**config.mk**
```make
export PLATFORM = sky130hd
export DESIGN_NAME = rename_unit
export DESIGN_NICKNAME = d
export VERILOG_FILES = /design/src/rtl/rename_unit.sv
export SDC_FILE = /design/constraint.sdc
export NUM_CORES = 1
export LEC_CHECK = 0
export ABC_AREA = 1
export CORE_MARGIN = 10
export CORE_UTILIZATION = 30
export DETAILED_ROUTE_END_ITERATION = 10
export PLACE_DENSITY_LB_ADDON = 0.15
export SETUP_SLACK_MARGIN = 0.02
export SKIP_CTS_REPAIR_TIMING = 1
export SYNTH_ARGS = -nofsm -noshare
export SYNTH_HDL_FRONTEND = slang
export SYNTH_SLANG_ARGS = --single-unit
```
**constraint.sdc**
```tcl
create_clock -name clk -period 2.6 [get_ports clk]
set_input_delay 0.65 -clock clk [delete_from_list [all_inputs] [get_ports clk]]
set_output_delay 0.65 -clock clk [all_outputs]
set_load 0.1 [all_outputs]
```
**src/rtl/rename_unit.sv**
```systemverilog
// Register rename stage: speculative/committed RATs plus a circular free list.
// Ports: decode in_* (valid/ready), renamed out_*, ROB ret_*, flush, fl_count.
module rename_unit #(
    parameter  int ARCH_REGS = 32,
    parameter  int PHYS_REGS = 64,
    localparam int AREG_W    = $clog2(ARCH_REGS),
    localparam int PREG_W    = $clog2(PHYS_REGS)
) (
    input  logic              clk,
    input  logic              rstn,
    input  logic              in_valid,
    output logic              in_ready,
    input  logic [AREG_W-1:0] in_rs1,
    input  logic [AREG_W-1:0] in_rs2,
    input  logic [AREG_W-1:0] in_rd,
    input  logic              in_rd_wr,
    output logic              out_valid,
    output logic [PREG_W-1:0] out_ps1,
    output logic [PREG_W-1:0] out_ps2,
    output logic [PREG_W-1:0] out_pd,
    output logic [PREG_W-1:0] out_pd_old,
    output logic              out_pd_alloc,
    input  logic              ret_valid,
    input  logic [AREG_W-1:0] ret_rd,
    input  logic [PREG_W-1:0] ret_pd,
    input  logic [PREG_W-1:0] ret_pd_old,
    input  logic              flush,
    output logic [PREG_W:0]   fl_count
);

    localparam int FL_DEPTH = PHYS_REGS - ARCH_REGS;
    localparam int FL_W     = (FL_DEPTH > 1) ? $clog2(FL_DEPTH) : 1;
    localparam int CNT_W    = PREG_W + 1;

    typedef struct packed {
        logic            wrap;
        logic [FL_W-1:0] idx;
    } ptr_t;

    // Explicit wrap keeps the pointers correct for non power-of-2 depths.
    function automatic ptr_t inc(input ptr_t p);
        ptr_t r;
        if (p.idx == FL_W'(FL_DEPTH - 1)) begin
            r.idx  = '0;
            r.wrap = ~p.wrap;
        end else begin
            r.idx  = p.idx + 1'b1;
            r.wrap = p.wrap;
        end
        return r;
    endfunction

    logic [PREG_W-1:0] rat  [ARCH_REGS];
    logic [PREG_W-1:0] crat [ARCH_REGS];
    logic [PREG_W-1:0] fl   [FL_DEPTH];
    ptr_t head, tail, commit_head;

    logic fl_full, accept, alloc, ret_ok;
    ptr_t commit_nxt;

    always_comb begin
        if (head.wrap == tail.wrap)
            fl_count = CNT_W'(tail.idx) - CNT_W'(head.idx);
        else
            fl_count = CNT_W'(FL_DEPTH) + CNT_W'(tail.idx)
                     - CNT_W'(head.idx);
    end

    assign fl_full    = (fl_count == CNT_W'(FL_DEPTH));
    assign in_ready   = (fl_count != '0) && !flush;
    assign accept     = in_valid && in_ready;
    assign alloc      = accept && in_rd_wr && (in_rd != '0);
    assign ret_ok     = ret_valid && !fl_full;
    assign commit_nxt = ret_ok ? inc(commit_head) : commit_head;

    always_ff @(posedge clk or negedge rstn) begin
        if (!rstn) begin
            for (int i = 0; i < ARCH_REGS; i++) begin
                rat[i]  <= PREG_W'(i);
                crat[i] <= PREG_W'(i);
            end
            for (int k = 0; k < FL_DEPTH; k++)
                fl[k] <= PREG_W'(ARCH_REGS + k);
            head         <= '0;
            commit_head  <= '0;
            // Wrap bit set so the list reads as full out of reset.
            tail         <= '{wrap: 1'b1, idx: '0};
            out_valid    <= 1'b0;
            out_ps1      <= '0;
            out_ps2      <= '0;
            out_pd       <= '0;
            out_pd_old   <= '0;
            out_pd_alloc <= 1'b0;
        end else begin
            if (ret_ok) begin
                fl[tail.idx] <= ret_pd_old;
                tail         <= inc(tail);
                commit_head  <= commit_nxt;
                if (ret_rd != '0)
                    crat[ret_rd] <= ret_pd;
            end
            if (flush) begin
                // Restore includes this cycle's retire.
                for (int i = 1; i < ARCH_REGS; i++)
                    rat[i] <= (ret_ok && ret_rd == AREG_W'(i))
                            ? ret_pd : crat[i];
                head      <= commit_nxt;
                out_valid <= 1'b0;
            end else begin
                out_valid <= accept;
                if (accept) begin
                    out_ps1      <= rat[in_rs1];
                    out_ps2      <= rat[in_rs2];
                    out_pd_old   <= rat[in_rd];
                    out_pd       <= alloc ? fl[head.idx] : rat[in_rd];
                    out_pd_alloc <= alloc;
                end
                if (alloc) begin
                    rat[in_rd] <= fl[head.idx];
                    head       <= inc(head);
                end
            end
        end
    end

    ret_not_full: assert property (
        @(posedge clk) disable iff (!rstn) !(ret_valid && fl_full)
    );

endmodule

```
=== Yosys cells after proc, flatten, opt, wreduce, memory -nomap -nowiden ===
Index checks and enable logic that the tools add are counted.

* Input port bits: 38
* Register bits: 620
* Word-level logic and storage cells: 283

* Eq/ne operators: 36
* Multiplexer cells: 63
* Bitwise operators: 10
* Add/subtract/negate cells: 6
* Reduce and logical (&&, ||, !) cells: 51
* Magnitude comparators: 9

{| class="wikitable"
|+ Operators with widths
! cell !! number
|-
| bitwise mux 192 bit || 3
|-
| 2-to-1 mux 186 bit || 2
|-
| 2-to-1 mux 6 bit || 48
|-
| binary-select mux 6 bit (select 5 bit) || 4
|-
| == test 5 bit (second input constant) || 19
|-
| demux 6 bit (select 5 bit) || 3
|-
| == test 5 x 4 -> 1 bit (second input constant) || 8
|-
| logical AND 1 bit || 39
|-
| greater-or-equal comparator 6 bit (second input constant) || 6
|-
| NOT 5 -> 6 bit || 6
|-
| == test 5 x 3 -> 1 bit (second input constant) || 4
|-
| < comparator 6 x 1 -> 1 bit (second input constant) || 3
|-
| adder 5 x 1 -> 5 bit (second input constant) || 3
|-
| == test 5 x 2 -> 1 bit (second input constant) || 2
|-
| AND reduction 2 bit || 5
|-
| nonzero test 5 bit || 2
|-
| adder 6 x 5 -> 7 bit (first input constant) || 1
|-
| == test 7 x 6 -> 1 bit (second input constant) || 1
|-
| 2-to-1 mux 7 bit || 1
|-
| nonzero test 7 bit || 1
|-
| subtractor 7 x 5 -> 7 bit || 1
|-
| subtractor 5 x 5 -> 6 bit || 1
|-
| == test 5 x 1 -> 1 bit (second input constant) || 1
|-
| 2-to-1 mux 5 bit || 1
|-
| other kinds (5) || 10
|}

=== Depth between registers and ports, before layout ===
* Depth in word-level cells: 10
* Depth in mapped cells: 19
* Depth with buffers taken out: 17

=== Least setup slack after synthesis ===
No wires, ideal clock.

* Kind: reg-to-output
* From: register head[3] (netlist name)
* To: output port in_ready
* Data required time: 1.950 ns
* Cell stages (with the launch flop): 12
* Data arrival time: 2.820 ns
* Buffers on the path: 2
* Setup slack: -0.870 ns
* Cells stage by stage: dfrtp_1 -> inv_1 -> clkbuf_1 -> ha_1 -> nand2_1 -> inv_1 -> nand2_1 -> nand4_1 -> nand2_1 -> nor2_2 -> nor2_8 -> buf_6

* Word-level cells in the longest chain between the ends: 4
* Elaborated cells on any way between the ends: 5
* Those cells by class: add/sub (2); mux (1); reduce/logical (2)

{| class="wikitable"
|+ RTL lines
! what !! line !! RTL
|-
| start: declaration || 56 || <nowiki>ptr_t head, tail, commit_head;</nowiki>
|-
| start signal: assignment || 107 || <nowiki>head <= commit_nxt;</nowiki>
|-
| start signal: assignment || 120 || <nowiki>head <= inc(head);</nowiki>
|-
| subtractor 7 x 5 -> 7 bit or subtractor 5 x 5 -> 6 bit (tied branches) || 66, 63 ||
|-
| 2-to-1 mux 7 bit (*) || 62 || <nowiki>if (head.wrap == tail.wrap)</nowiki>
|-
| net fl_count[5] || 28 || <nowiki>output logic [PREG_W:0] fl_count</nowiki>
|-
| nonzero test 7 bit (*) || 70 || <nowiki>assign in_ready = (fl_count != '0) && !flush;</nowiki>
|-
| logical AND 1 bit (*) || 70 ||
|-
| end: declaration || 12 || <nowiki>output logic in_ready,</nowiki>
|}

The timed path passes the listed nets; every way through them passes the cells marked *.

=== Final worst setup path ===
* From: register tail[0] (netlist name)
* To: output port in_ready

* Word-level cells in the longest chain between the ends: 5
* Elaborated cells on any way between the ends: 6
* Those cells by class: add/sub (3); mux (1); reduce/logical (2)

{| class="wikitable"
|+ RTL lines
! what !! line !! RTL
|-
| start: declaration || 56 ||
|-
| start signal: assignment || 87 || <nowiki>tail <= '{wrap: 1'b1, idx: '0};</nowiki>
|-
| start signal: assignment || 97 || <nowiki>tail <= inc(tail);</nowiki>
|-
| adder 6 x 5 -> 7 bit || 65 || <nowiki>fl_count = CNT_W'(FL_DEPTH) + CNT_W'(tail.idx)</nowiki>
|-
| subtractor 7 x 5 -> 7 bit || 66 || <nowiki>- CNT_W'(head.idx);</nowiki>
|-
| 2-to-1 mux 7 bit (*) || 62 ||
|-
| nonzero test 7 bit (*) || 70 ||
|-
| logical AND 1 bit (*) || 70 ||
|}

Mark *: on every way between the ends. The rest lies on a longest branch, timed or not.

==> impl_metrics.csv <==
group,metric,value,unit
status,status,"complete, but fails checks",
status,violations,"negative setup slack",
critical_path,cpPeakStageDelay,430,ps
critical_path,path_cells,"inv_2 -> ha_4 -> inv_2 -> fa_2 -> nand2_2 -> nand2_4 -> nor2_4 -> nand3_2 -> nor2_4 -> nor2_8 -> buf_12 -> buf_12",
sta,drv_slew,0,
global_routing,antenna_found_initial,1,
cells_and_area,fin_nets,5408,
drt,wl_per_cell,21.60,um
cells_and_area,syn2layout_area_growth,25.95,%
synthesis,synth.avg_cell_area,7.331,sq um
sta,fin_crit_sh,131.6,%
global_routing,first_global_vias,35040,
critical_path,crit_fanout,4,
die,die_h,372.4,um
sta,tightest_slew,908.4,ps
die,coreArea,123500,sq um
clocking,cts_made_buffers,80,
place,dp_hpwl,108000,um
synthesis,netlist_area,37260,sq um
sta,tns,-38300,ps
synthesis,yosysUniqueCellTypes,44,
die,dieWidth,372.4,um
cells_and_area,reg.largest.list,"fl: 192 flops, rat: 192 flops, crat: 186 flops",
cells_and_area,drive_gt1_share,22.44,%
clocking,clock_latency,700,ps
clocking,clkTransAtPathRegs,60,ps
drt,vias,36310,
synthesis,synth_enable_flop_cells,0,
cells_and_area,num-fill-cells,12820,
sta,skew,50.28,ps
cells_and_area,final_cell_mix,"1196 x nand2_1, 767 x nand3_1, 501 x o21ai_0",
die,die_area,138700,sq um
global_routing,grt_overflow,0,
critical_path,critPathKind,"flop to primary output",
clocking,cts_tree,"built",
worst_hold_path,whs_path_depth,0,
cells_and_area,multi_input_area,19310,sq um
synthesis,synth-seq-cells,614,
power_and_ir_drop,irDropWorstVdd,1.469,mV
drt,drc_errors,0,
synthesis,synthFlopType,"dfrtp_1",
clocking,cts.htree.levels,3,
global_routing,grt_usage,21.58,%
sta,relSlewSlack,39.30,%
sta,fin_ws,-822.3,ps
sta,max_freq,0.2922,GHz
cells_and_area,design_area,46930,sq um
sta,period_minus_slack,3422,ps
synthesis,async_flop_share,100.0,%
power_and_ir_drop,power_leakage,0.02136,uW
critical_path,cp_slowest_cell,"fa_2",
sta,rsz0062_at_grt,"true",
synthesis,syn_nets,5136,
synthesis,ys_warn_count,0,
critical_path,path_buf_inv,4,
cells_and_area,final-seq-area,15710,sq um
drt,drt_pass1_iterations,8,
clocking,clk_path_buf_depth,3,
clocking,cts-root-buf,"clkbuf_16",
place,placed_cell_area,43700,sq um
critical_path,cp_top_family,"simple AND/OR/NAND/NOR gates",
cells_and_area,final_common_cell,"nand2_1",
clocking,clock-sinks,614,
cells_and_area,fin_util,38.01,%
drt,drt.antenna.violating_nets,0,
drt,drt_iter0_drc,3489,
die,start_util,30.18,%
worst_hold_path,min_path_type,"flop to flop",
critical_path,ff2ff_path_depth,18,
drt,via_per_inst,5.143,
global_routing,grt_max_degree,99,
synthesis,syn_inst,5083,
sta,hold_viol,0,
critical_path,r2r-start,"tail[0]",
critical_path,cp-start-kind,"flop",
critical_path,r2r-end,"rat[74]",
flow_run,cap_violations,0,
critical_path,cp_data_required_time,1950,ps
power_and_ir_drop,p_per_area,1006,nW/um^2
critical_path,endpoint_kind,"primary output",
worst_hold_path,min_from,"rat[188]",
synthesis,ys_seq_area_share,42.15,%
die,row_count,129,
cells_and_area,diodes,0,
die,ios,72,
worst_hold_path,min_delay_worst_endpoint,"rat[188]",
place,portBuffers,71,
drt,drt_wl_total,152500,um
global_routing,grt_pass1_wl,230800,um
critical_path,r2r_setup_slack,-300,ps
sta,setup_viol,412,
critical_path,crit_arrival,2770,ps
critical_path,cp-startpoint,"tail[0]",
place,globalplace.congestion,0.9879,
## how the worst max path moves through the flow
stage,end,depth (start not counted)
after global placement,out_pd[1],13
after detailed placement,out_pd[1],13
final,in_ready,12
after global routing,in_ready,12
after CTS,in_ready,11
after floorplan,in_ready,11
## power breakdown
part	internal (uW)	total, uW	switching (uW)
logic	7620	21100	13500
registers	12900	14500	1580
clock network	6750	11600	4840
total	27300	47200	19900
## metrics by stage
step	power [uW]	hold WS, ps	instances	setup slack [ps]
after detailed placement	34890	409.6	6901	-491.0
final	47200	423.7	7060	-822.3
after floorplan	25570	354.4	5083	-376.3
after CTS	46710	-141.3	7051	-888.1
after global placement	34800	413.3	6901	-503.9
after global routing	49820	439.6	7060	-929.0
## cell families after synthesis
group / share of synthesized area [%]
buffers and inverters: 8.290
AOI/OAI and AO/OA: 11.89
and+or+nand+nor: 37.10
adders and majority gates: 0.5238
xor gates and xnor gates: 0.04702
DFF: 42.15
## final cells by class
class	instances	share of cell area [%]
clock buffers	124	5.047
clock inverters	26	0.8105
repair buffers	550	12.09
flip-flops and latches	614	33.48
inverters	378	3.066
multi-input cells	3731	41.14
well taps	1637	4.364
## synth_stat cells (79+ instances only)
cell         n  share of area, %
a21oi_1    142               1.9
and2_1     187               3.1
clkbuf_1   203               2.0
dfrtp_1    341                23
dfstp_2    273                19
inv_1      365               3.7
nand2_1   1293                13
nand3_1    803                11
nand4_1    192               3.2
nor2_1     255               2.6
o21ai_0    508               6.8
o21ai_1     79               1.1
## metal layers
metal	part of all wire, %	track usage [%]	up-vias	wire length, um
met2	45	33.67	1076	68010
met3	5.7	2.862	228	8676
met5	0.0046	0	-	7
met1	46	30.49	17460	70770
met4	3.3	7.295	2	5063
li1	-	-	17550	-
No activity file was read; power rests on OpenSTA's default activity.
